===== src/rtl/vga_pkg.sv =====
// Shared 800x600@60 Hz timing constants and the 11-bit count type used by the
// timing generator and by the downstream sprite/ROM stages.
package vga_pkg;

  localparam int CNT_W  = 11;

  localparam int H_VIS  = 800;
  localparam int H_FP   = 40;
  localparam int H_SYNC = 128;
  localparam int H_BP   = 88;
  localparam int H_TOT  = H_VIS + H_FP + H_SYNC + H_BP;

  localparam int V_VIS  = 600;
  localparam int V_FP   = 1;
  localparam int V_SYNC = 4;
  localparam int V_BP   = 23;
  localparam int V_TOT  = V_VIS + V_FP + V_SYNC + V_BP;

  localparam logic SYNC_POL = 1'b1;

  typedef logic [CNT_W-1:0] vcnt_t;

endpackage


===== src/rtl/vga_axis_ctr.sv =====
// One timing axis: wrapping counter with blank/sync/wrap flags registered from the
// next count, so every flag lines up with cnt in the same cycle.
module vga_axis_ctr
  import vga_pkg::*;
#(
  parameter int   VIS  = H_VIS,
  parameter int   FP   = H_FP,
  parameter int   SYNC = H_SYNC,
  parameter int   BP   = H_BP,
  parameter logic POL  = SYNC_POL
) (
  input  logic             clk,
  input  logic             rst,
  input  logic             inc,
  output logic [CNT_W-1:0] cnt,
  output logic             blnk,
  output logic             sync,
  output logic             wrap
);

  localparam int    TOT     = VIS + FP + SYNC + BP;
  localparam vcnt_t LAST    = vcnt_t'(TOT - 1);
  localparam vcnt_t VIS_C   = vcnt_t'(VIS);
  localparam vcnt_t SYNC_LO = vcnt_t'(VIS + FP);
  localparam vcnt_t SYNC_HI = vcnt_t'(VIS + FP + SYNC);

  generate
    if (TOT > (1 << CNT_W)) begin : g_tot_chk
      $error("vga_axis_ctr: axis total does not fit the count width");
    end
  endgenerate

  vcnt_t cnt_nxt;
  logic  in_sync;

  always_comb begin
    cnt_nxt = cnt;
    if (inc) begin
      cnt_nxt = (cnt == LAST) ? '0 : cnt + vcnt_t'(1);
    end
    in_sync = (cnt_nxt >= SYNC_LO) && (cnt_nxt < SYNC_HI);
  end

  // Unconditional reload from cnt_nxt keeps the flags a pure function of cnt.
  always_ff @(posedge clk) begin
    if (rst) begin
      cnt  <= '0;
      blnk <= 1'b0;
      sync <= ~POL;
      wrap <= 1'b0;
    end else begin
      cnt  <= cnt_nxt;
      blnk <= (cnt_nxt >= VIS_C);
      sync <= in_sync ? POL : ~POL;
      wrap <= (cnt_nxt == LAST);
    end
  end

endmodule


===== src/rtl/vga_timing_gen.sv =====
// VGA raster timing source: h/v counters, sync/blank flags, frame strobe and
// frame counter, all registered; en=0 freezes everything and masks frame_start.
module vga_timing_gen
  import vga_pkg::*;
#(
  parameter int   P_H_VIS    = H_VIS,
  parameter int   P_H_FP     = H_FP,
  parameter int   P_H_SYNC   = H_SYNC,
  parameter int   P_H_BP     = H_BP,
  parameter int   P_V_VIS    = V_VIS,
  parameter int   P_V_FP     = V_FP,
  parameter int   P_V_SYNC   = V_SYNC,
  parameter int   P_V_BP     = V_BP,
  parameter logic P_SYNC_POL = SYNC_POL
) (
  input  logic             clk,
  input  logic             rst,
  input  logic             en,
  output logic [CNT_W-1:0] hcount,
  output logic [CNT_W-1:0] vcount,
  output logic             hsync,
  output logic             vsync,
  output logic             hblnk,
  output logic             vblnk,
  output logic             frame_start,
  output logic [15:0]      frame_cnt
);

  logic h_wrap;
  logic v_wrap;
  logic v_inc;
  logic frame_inc;

  assign v_inc     = h_wrap & en;
  assign frame_inc = v_wrap & h_wrap & en;

  vga_axis_ctr #(
    .VIS (P_H_VIS),
    .FP  (P_H_FP),
    .SYNC(P_H_SYNC),
    .BP  (P_H_BP),
    .POL (P_SYNC_POL)
  ) u_h (
    .clk (clk),
    .rst (rst),
    .inc (en),
    .cnt (hcount),
    .blnk(hblnk),
    .sync(hsync),
    .wrap(h_wrap)
  );

  vga_axis_ctr #(
    .VIS (P_V_VIS),
    .FP  (P_V_FP),
    .SYNC(P_V_SYNC),
    .BP  (P_V_BP),
    .POL (P_SYNC_POL)
  ) u_v (
    .clk (clk),
    .rst (rst),
    .inc (v_inc),
    .cnt (vcount),
    .blnk(vblnk),
    .sync(vsync),
    .wrap(v_wrap)
  );

  logic [15:0] frame_cnt_nxt;

  assign frame_cnt_nxt = frame_cnt + {15'd0, frame_inc};

  always_ff @(posedge clk) begin
    if (rst) begin
      frame_start <= 1'b0;
      frame_cnt   <= '0;
    end else begin
      frame_start <= frame_inc;
      frame_cnt   <= frame_cnt_nxt;
    end
  end

endmodule


===== config.mk =====
export PLATFORM = sky130hd
export DESIGN_NAME = vga_timing_gen
export DESIGN_NICKNAME = d
export VERILOG_FILES = /design/src/rtl/vga_pkg.sv /design/src/rtl/vga_axis_ctr.sv /design/src/rtl/vga_timing_gen.sv
export SDC_FILE = /design/constraint.sdc
export NUM_CORES = 1
export LEC_CHECK = 0
export BUFFER_PORTS_ARGS = -buffer_cell sky130_fd_sc_hd__buf_4
export CAP_MARGIN = 20
export CORE_ASPECT_RATIO = 1.75
export CORE_MARGIN = 2
export CORE_UTILIZATION = 45
export DETAILED_ROUTE_END_ITERATION = 10
export PLACE_DENSITY = 0.77
export REMOVE_ABC_BUFFERS = 1
export SLEW_MARGIN = 20
export SYNTH_ARGS = -nofsm -noshare
export SYNTH_HDL_FRONTEND = slang
export SYNTH_SLANG_ARGS = --single-unit
export TNS_END_PERCENT = 1

===== constraint.sdc =====
create_clock -name clk -period 3.05 [get_ports clk]
set_clock_uncertainty 0.15 [all_clocks]
set_input_delay 0.915 -clock clk [delete_from_list [all_inputs] [get_ports clk]]
set_output_delay 0.915 -clock clk [all_outputs]
set_load 0.05 [all_outputs]

Yosys cells after proc, flatten, opt, wreduce, memory -nomap -nowiden
Cells that the tools add are included.

operators by class
  bitwise operators = 3
  order comparisons = 6
  mux-type cells = 6
  add/sub/neg operators = 3
  reductions and logical operators = 2
  equality and inequality tests = 4

operators with widths
  operator                                                                  number
  11-bit by 10-bit >= comparator with 1-bit output (second input constant)  4
  11-bit two-way mux                                                        4
  11-bit by 1-bit adder with 11-bit output (second input constant)          2
  11-bit by 10-bit equality test with 1-bit output (second input constant)  2
  11-bit equality test (second input constant)                              2
  11-bit by 10-bit < comparator with 1-bit output (second input constant)   2
  16-bit by 1-bit adder with 16-bit output                                  1
  1-bit AND                                                                 3
  1-bit logical AND                                                         2
  1-bit two-way mux                                                         2

storage, ports and cells
  register bits after elaboration = 45
  output and inout bits = 43
  bits of input ports = 3

Longest topological paths before layout
Gate-level depths: netlist of the first run.

  depth in word-level cells = 6
  gate-level depth with buffers = 9
  gate-level depth less buffers = 8

By module
A second synthesis of the first run with hierarchy kept.

unflattened totals
  cell total of the unflattened synthesis = 272
  area total of the unflattened synthesis = 2387.3 um2

modules (own cells, without submodules)
  module              seq. area each (um2)  cells an instance  area an instance (um2)  instances
  vga_axis_ctr (u_v)  280.3                 106                908.4                   1
  vga_timing_gen      340.3                 83                 747.0                   1
  vga_axis_ctr (u_h)  280.3                 83                 732.0                   1

Worst setup path after synthesis of the first run
No wires, ideal clock.

  path type = in2reg
  start = in en
  end = reg frame_cnt[13]
  arrival time = 2243 ps
  setup time = 129 ps
  slack = 529 ps
  required time = 2771 ps
  buffers on the path = 2
  stages on the path = 9
  cells stage by stage = buf_2 > and3_1 > ha_1 > and3_1 > clkbuf_1 > and4_1 > nand3_1 > xor2_1 > nor2_1

between the ends
  cells in the longest elaborated chain, start to end = 2

ends and longest elaborated chain
  what                                      line                  RTL
  from (decl)                               vga_timing_gen.sv:18  input logic en,
  1-bit AND                                 vga_timing_gen.sv:35  assign frame_inc = v_wrap & h_wrap & en;
  named net frame_inc                       vga_timing_gen.sv:32  logic frame_inc;
  16-bit by 1-bit adder with 16-bit output  vga_timing_gen.sv:71  assign frame_cnt_nxt = frame_cnt + {15'd0, frame_inc};
  to (signal assigned)                      vga_timing_gen.sv:79  frame_cnt <= frame_cnt_nxt;
  to (decl)                                 vga_timing_gen.sv:26  output logic [15:0] frame_cnt

The timed path passes the listed nets, and every way through them passes these cells.
A chain may end at the register's enable or synchronous reset.

Worst setup path in the final report of the first run
  start = reg u_v.cnt[0]
  end = reg u_v.sync

between the ends
  cells in the longest elaborated chain, start to end = 6
  elaborated cells on any way between the ends = 8
  classes of those cells = add/sub: 1; order compare: 2; eq/ne: 1; mux: 3; reduce/logical: 1

ends and longest elaborated chain
  what                                                                                                                 line                RTL
  from (decl)                                                                                                          vga_axis_ctr.sv:15  output logic [CNT_W-1:0] cnt,
  from (signal assigned)                                                                                               vga_axis_ctr.sv:52  cnt <= cnt_nxt;
  11-bit by 1-bit adder with 11-bit output or 11-bit by 10-bit equality test with 1-bit output (tied branches)         vga_axis_ctr.sv:39  cnt_nxt = (cnt == LAST) ? '0 : cnt + vcnt_t'(1);
  11-bit two-way mux                                                                                                   vga_axis_ctr.sv:39
  11-bit two-way mux (*)                                                                                               vga_axis_ctr.sv:38  if (inc) begin
  11-bit by 10-bit >= comparator with 1-bit output or 11-bit by 10-bit < comparator with 1-bit output (tied branches)  vga_axis_ctr.sv:41  in_sync = (cnt_nxt >= SYNC_LO) && (cnt_nxt < SYNC_HI);
  1-bit logical AND (*)                                                                                                vga_axis_ctr.sv:41
  1-bit two-way mux (*)                                                                                                vga_axis_ctr.sv:54  sync <= in_sync ? POL : ~POL;
  to (signal assigned)                                                                                                 vga_axis_ctr.sv:49  sync <= ~POL;
  to (signal assigned)                                                                                                 vga_axis_ctr.sv:54
  to (decl)                                                                                                            vga_axis_ctr.sv:17  output logic sync,

Mark *: on every way between the ends. The rest lies on a longest branch, timed or not.

==> impl_metrics.csv, run 1 <==
group,metric,value,unit
synth,synth_ff_type,"dfxtp_1",
job,maxCapViolCount,0,
route,drt_first_iter_violations,68,
synth,yosys.area.top_type,"dfxtp_1",
cts,clk_pin_slew,0.10,ns
worst_setup_path,max_stage_delay,0.48,ns
timing,setup-violations-final,0,
global_routing,grt_use_total,0.1827,
worst_setup_path,end_kind,"flop",
worst_setup_path,timing.rr.end,"u_v.sync$_SDFF_PP0_",
synth,synth-seq-cells,45,
timing,max_slew_margin,0.6687,
placement,pre_cts_ws,0.3661,ns
worst_setup_path,arrival,2.57,ns
power,p_leak,1.080,nW
min_path,hp-start,"frame_cnt[15]$_SDFF_PP0_",
floorplanning,io_pins,46,
layout,antennaDiodeCount,0,
global_routing,grt_max_degree,37,
route,wirelength,4.933,mm
placement,gp_congestion,0.8336,
worst_setup_path,slowest_stage,"dfxtp_1",
timing,finalHoldViolCount,0,
route,route.vias.total,1957,
synth,synth_enable_flop_cells,0,
route,ant_nets,0,
synth,ys_async_sr_fraction,0,
cts,cts_buffers,5,
synth,yosysSeqAreaShare,0.4016,
worst_setup_path,worstPathRequired,3.09,ns
floorplanning,fp-row-count,34,
timing,fin_hold_ws,0.3697,ns
timing,worst_pin_slew,0.4918,ns
worst_setup_path,critical_path.max_fanout,8,
global_routing,grt_pass1_vias,1795,
worst_setup_path,worst-r2r-setup-slack,0.52,ns
layout,areaGrowthSynthToFinish,20.58,%
cts,cts_hold_buf,0,
synth,synth_warnings,0,
worst_setup_path,rr_startpoint,"u_v.cnt[0]$_SDFF_PP0_",
timing,finalCritPeriodShare,0.8296,
route,drc,0,
floorplanning,start_util,0.4586,
worst_setup_path,critPathBufInv,0,
timing,drv_slew,0,
worst_setup_path,crit_path_start_kind,"flop",
global_routing,antenna_found_initial,0,
cts,htreeDepth,2,
layout,n_fill_cell,452,
layout,drive_gt1_frac,0.2355,
min_path,whs_path_depth,2,
layout,utilization,0.5529,
worst_setup_path,critical-path-top-delay-family,"simple AND/OR/NAND/NOR gates",
route,via_per_inst,5.640,
timing,fmax,0.3952,GHz
status,status,"finished, final reports clean",
cts,clkLatencyLatePin,0.31,ns
timing,period_minus_slack,2.530,ns
floorplanning,die_height,97.41,um
route,dr.pass1.iters,4,
cts,cts_tree,"yes",
timing,rsz0062_at_grt,"false",
global_routing,grt-ovfl-total,0,
power,ir_drop,0.3917,mV
cts,cts.sinks,45,
power,p_total,1.101,mW
layout,layout_common_cells,"dfxtp_1, buf_4, nor2_1, xor2_1, nand2_1",
worst_setup_path,worst-setup-path-type,"reg -> reg",
synth,synth_top_area_frac,0.4016,
floorplanning,core,4892,sq um
floorplanning,fp.dieW,57.38,um
cts,clockRootBuffer,"clkbuf_8",
synth,synth_area,2243,sq um
timing,tns,0,ns
layout,nNetsFinal,299,
min_path,hp-class,"reg -> reg",
worst_setup_path,crit_chain,"ha_1, and4_1, and4b_1, o21ai_0, nor3b_1, xor2_1, nor3_2",
synth,avgSynthCellArea,8.974,sq um
cts,clk_path_buf_depth,2,
min_path,hold_path_end,"frame_cnt[15]$_SDFF_PP0_",
placement,port_buffers,45,
placement,dp_hpwl,3.606,mm
synth,syn-instance-count,250,
cts,post-cts-setup-buffer-count,0,
cts,cts-resized-gates,0,
synth,yosysUniqueCellTypes,50,
timing,worst_slack,0.5197,ns
floorplanning,dieArea,5589,sq um
synth,yosys-top-cells-area,"dfxtp_1, xor2_1, nor2_1, xnor2_1, nand3_1",
route,wire_per_inst,14.22,um
global_routing,grt_pass1_wl,8.217,mm
power,powerDensity,407.0,nW/um^2
worst_setup_path,worst-r2r-cell-count,7,
## logic make-up (layout without fill, tap and decap cells)
| kind of cell | count (synthesis) | in the layout | synth area share |
|---|---|---|---|
| and+or+nand+nor | 127 | 127 | 0.3207 |
| AOI/OAI and AO/OA | 26 | 26 | 0.08032 |
| DFF | 45 | 45 | 0.4016 |
| xor gates and xnor gates | 32 | 32 | 0.1249 |
| muxes | 4 | 4 | 0.01896 |
| adders and majority gates | 4 | 4 | 0.02231 |
| buffers and inverters | 12 | 55 | 0.03123 |
## state kept, by name (all words and copies together) (netlist names)
signal       count
frame_cnt       16
frame_start      1
u_h.blnk         1
u_h.cnt         11
u_h.sync         1
u_h.wrap         1
u_v.blnk         1
u_v.cnt         11
u_v.sync         1
u_v.wrap         1
## area by class of cell
type                            count  area [sq um]  area share
Clock buffer                        5         68.82     0.02544
Clock inverter                      3         50.05     0.01850
Inverter                            2         7.507    0.002775
Multi-Input combinational cell    193          1272      0.4704
Sequential cell                    45         900.9      0.3330
Tap cell                           54         67.56     0.02498
Timing Repair Buffer               45         337.8      0.1249
## cell usage after synthesis (3+ instances only)
cell type  instances
nand2_1           17
nand3_2            3
a21oi_1            6
nor2b_1            5
dfxtp_1           45
xor2_1            22
nand4_1            7
nor3_1             3
and3_1             7
a31oi_1            5
nor4_1             3
buf_6              3
ha_1               4
and4_1             5
and2_1             3
nor3_2             3
nor2_1            38
clkbuf_1           5
xnor2_1           10
nand3_1           15
## metal layers
metal / part of all wire / up-vias / track usage
li1: - / 962 / -
met5: 0 / - / 0
met3: 0.040 / 14 / 0.03728
met2: 0.55 / 56 / 0.3287
met4: 0.028 / 0 / 0.09481
met1: 0.39 / 925 / 0.1904
## stage by stage
step | area (sq um) | instances
floorplan | 2181 | 240
global placement | 2586 | 339
detailed placement | 2586 | 339
CTS | 2705 | 347
global route | 2705 | 347
finish | 2705 | 347
## tightest hold or removal path, stage by stage (launching register included)
cell and delay [ns]:
dfxtp_1 0.35, xor2_1 0.07, nor2_1 0.07
## worst max path at each step
stage | endpoint | slack [ns] | depth (start not counted) | startpoint
4_1_cts | u_v.sync$_SDFF_PP0_ | 0.57 | 7 | u_v.cnt[0]$_SDFF_PP0_
2_1_floorplan | u_v.sync$_SDFF_PP0_ | 0.65 | 7 | u_v.cnt[0]$_SDFF_PP0_
3_5_place_dp | u_v.sync$_SDFF_PP0_ | 0.37 | 7 | en
5_1_grt | u_v.sync$_SDFF_PP0_ | 0.35 | 7 | u_v.cnt[0]$_SDFF_PP0_
3_3_place_gp | u_v.sync$_SDFF_PP0_ | 0.39 | 7 | en
6_report | u_v.sync$_SDFF_PP0_ | 0.52 | 7 | u_v.cnt[0]$_SDFF_PP0_
## power breakdown
part           internal, mW  total, mW  leakage, nW  switching, mW
clock network         0.251      0.476       0.0603          0.225
logic               0.00872     0.0323        0.657         0.0236
registers             0.589      0.593        0.363        0.00366
No activity file was read; power rests on OpenSTA's default activity.
==> run 2, diff against run 1 <==
- ABC_AREA: unset -> 1
- PLACE_DENSITY: 0.77 -> 0.76
- clock period: 3.05 -> 2.5 ns (I/O delays scaled with it)
==> run 2 against run 1 <==
Sequential share of layout area fell by 2.1 points. Die area rose by 7.5%. Routed wire length rose by 13%. Global-route usage rose by 1.7 points. Synthesized cell count rose by 43%. Sequential power rose by 22%. Largest cell class unchanged. Clock power fell by 4.6%. Critical path type is now in -> reg. Final cell count rose by 33%.
==> impl_metrics.csv, run 2 <==
group,metric,value,unit
status,status,"finished, final reports clean",
layout,areaGrowthSynthToFinish,19.21,%
synth,synth_enable_flop_cells,0,
cts,clk_path_buf_depth,2,
timing,finalCritPeriodShare,0.8852,
synth,synth_ff_type,"dfxtp_1",
timing,drv_slew,0,
placement,dp_hpwl,4.466,mm
layout,nNetsFinal,413,
synth,yosys.area.top_type,"dfxtp_1",
cts,htreeDepth,2,
synth,yosys-top-cells-area,"dfxtp_1, nand2_1, nor2_1, inv_1, nand3_1",
layout,top_register,"frame_cnt",
timing,fmax,0.4519,GHz
floorplanning,fp-row-count,35,
power,power_frac_clock,0.372,
synth,yosysSeqAreaShare,0.3719,
synth,synth_area,2422,sq um
route,via_per_inst,4.981,
route,drc,0,
route,route.vias.total,2301,
route,drt_first_iter_violations,94,
timing,period_minus_slack,2.213,ns
synth,synth.most_common_cell,"nand2_1",
power,p_leak,1.299,nW
synth,ys_async_sr_fraction,0,
global_routing,grt_use_total,0.2001,
floorplanning,dieArea,6009,sq um
floorplanning,start_util,0.4648,
worst_setup_path,arrival,2.24,ns
timing,setup-violations-final,0,
global_routing,grt_max_degree,35,
power,ir_drop,0.3327,mV
synth,avgSynthCellArea,6.785,sq um
route,wire_per_inst,12.10,um
power,sequentialPowerShare,0.591,
layout,n_fill_cell,501,
synth,yosysUniqueCellTypes,33,
synth,synthTopCellsByCount,"nand2_1, nor2_1, dfxtp_1, inv_1, nand3_1",
power,switching_share,0.2392,
floorplanning,core,5211,sq um
synth,synth-seq-cells,45,
worst_setup_path,worstPathRequired,2.53,ns
placement,place_inst,454,
global_routing,grt_pass1_wl,9.252,mm
placement,gp_congestion,0.8383,
layout,drive_gt1_frac,0.2187,
layout,reg.largest.list,"frame_cnt (16), u_h.cnt (11), u_v.cnt (11)",
timing,worst_pin_slew,0.3701,ns
route,dr.pass1.iters,4,
power,p_int,0.9300,mW
worst_setup_path,worst-setup-path-type,"in -> reg",
route,wirelength,5.588,mm
timing,finalHoldViolCount,0,
worst_setup_path,critical_path.max_fanout,4,
synth,synth_warnings,0,
layout,layout_commonest_cell,"nand2_1",
cts,post-cts-setup-buffer-count,0,
layout,largest_reg_flops,16,
cts,clkLatencyLatePin,0.30,ns
power,combinationalPowerShare,0.037,
timing,max_slew_margin,0.7507,
placement,port_buffers,45,
timing,rsz0062_at_grt,"false",
floorplanning,fp.dieW,59.46,um
global_routing,antenna_found_initial,0,
cts,cts_tree,"yes",
worst_setup_path,crit_path_start_kind,"input port",
cts,cts_buffers,5,
route,ant_nets,0,
layout,layoutNonFillerInstCount,462,
power,p_sw,0.2924,mW
job,maxCapViolCount,0,
synth,synth_top_area_frac,0.3719,
cts,clk_pin_slew,0.09,ns
timing,fin_hold_ws,0.3110,ns
cts,cts-resized-gates,0,
global_routing,grt-ovfl-total,0,
layout,antennaDiodeCount,0,
synth,syn-instance-count,357,
worst_setup_path,end_kind,"flop",
floorplanning,io_pins,46,
floorplanning,die_height,101.1,um
cts,cts_hold_buf,0,
min_path,hp-class,"reg -> reg",
cts,cts.sinks,45,
cts,clockRootBuffer,"clkbuf_8",
global_routing,grt_pass1_vias,2147,
power,powerDensity,423.3,nW/um^2
layout,layout_common_cells,"nand2_1, nor2_1, buf_4, inv_1, dfxtp_1",
run 2: power groups by stage:
stage | clock network (mW) | registers, mW | logic [mW]
floorplan | 0 | 0.747 | 0.0153
global placement | 0 | 0.739 | 0.0451
detailed placement | 0 | 0.739 | 0.0463
CTS | 0.466 | 0.722 | 0.0463
global route | 0.499 | 0.723 | 0.0498
finish | 0.454 | 0.722 | 0.0457
run 2: path summary, 6_finish.rpt:
kind | slack [ns] | cells past startpoint | from | end
setup / recovery | 0.29 | 11 | en | frame_cnt[14]$_SDFF_PP0_
hold / removal | 0.31 | 2 | u_v.wrap$_SDFF_PP0_ | frame_start$_SDFF_PP0_
setup reg to reg | 0.48 | 10 | u_h.wrap$_SDFF_PP0_ | frame_cnt[14]$_SDFF_PP0_
hold reg to reg | 0.31 | 2 | u_v.wrap$_SDFF_PP0_ | frame_start$_SDFF_PP0_
run 2: critical path, stage by stage:
cell and delay (ns):
buf_4 0.11, nand2_4 0.04, nor2_1 0.08, ha_1 0.18, ha_1 0.19, nand3_1 0.14
nor3_2 0.16, nand4_1 0.14, nor2_1 0.22, and3_1 0.19, nor3_1 0.04
run 2: per-layer routing:
metal	GRT usage	vias to the layer above	routed length (um)
met2	0.4007	49	3195
met3	0.02953	8	173
met5	0	-	0
met4	0.07343	0	106
li1	-	1217	-
met1	0.1912	1027	2112
run 2: through the flow:
stage	cell area [sq um]	TNS [ns]	utilization	power (mW)	worst slack, ns
after floorplan	2369	0	-	0.7620	0.09167
after global placement	2798	0	0.5369	0.7844	0.02003
after detailed placement	2798	-0.07112	0.5369	0.7857	-0.05047
after CTS	2888	0	0.5541	1.234	0.2764
after global routing	2888	0	0.5541	1.272	0.1373
final	2888	0	0.5541	1.222	0.2870
run 2: kinds of logic (layout without fill, tap and decap cells):
| logic type | after synthesis | count (layout) | share of synthesized area |
|---|---|---|---|
| xor+xnor | 8 | 8 | 0.02893 |
| flops | 45 | 45 | 0.3719 |
| buf+inv | 58 | 108 | 0.1028 |
| compound gates | 21 | 21 | 0.04597 |
| fa+ha+maj | 4 | 4 | 0.02066 |
| simple gates | 221 | 221 | 0.4298 |
run 2: cell type report:
class / count / area, sq um / share of cell area
inverters: 52 / 195.2 / 0.06759
well taps: 55 / 68.82 / 0.02383
repair buffers: 48 / 360.3 / 0.1248
clock inverters: 3 / 21.27 / 0.007366
clock buffers: 5 / 68.82 / 0.02383
flip-flops and latches: 45 / 900.9 / 0.3120
multi-input cells: 254 / 1272 / 0.4406
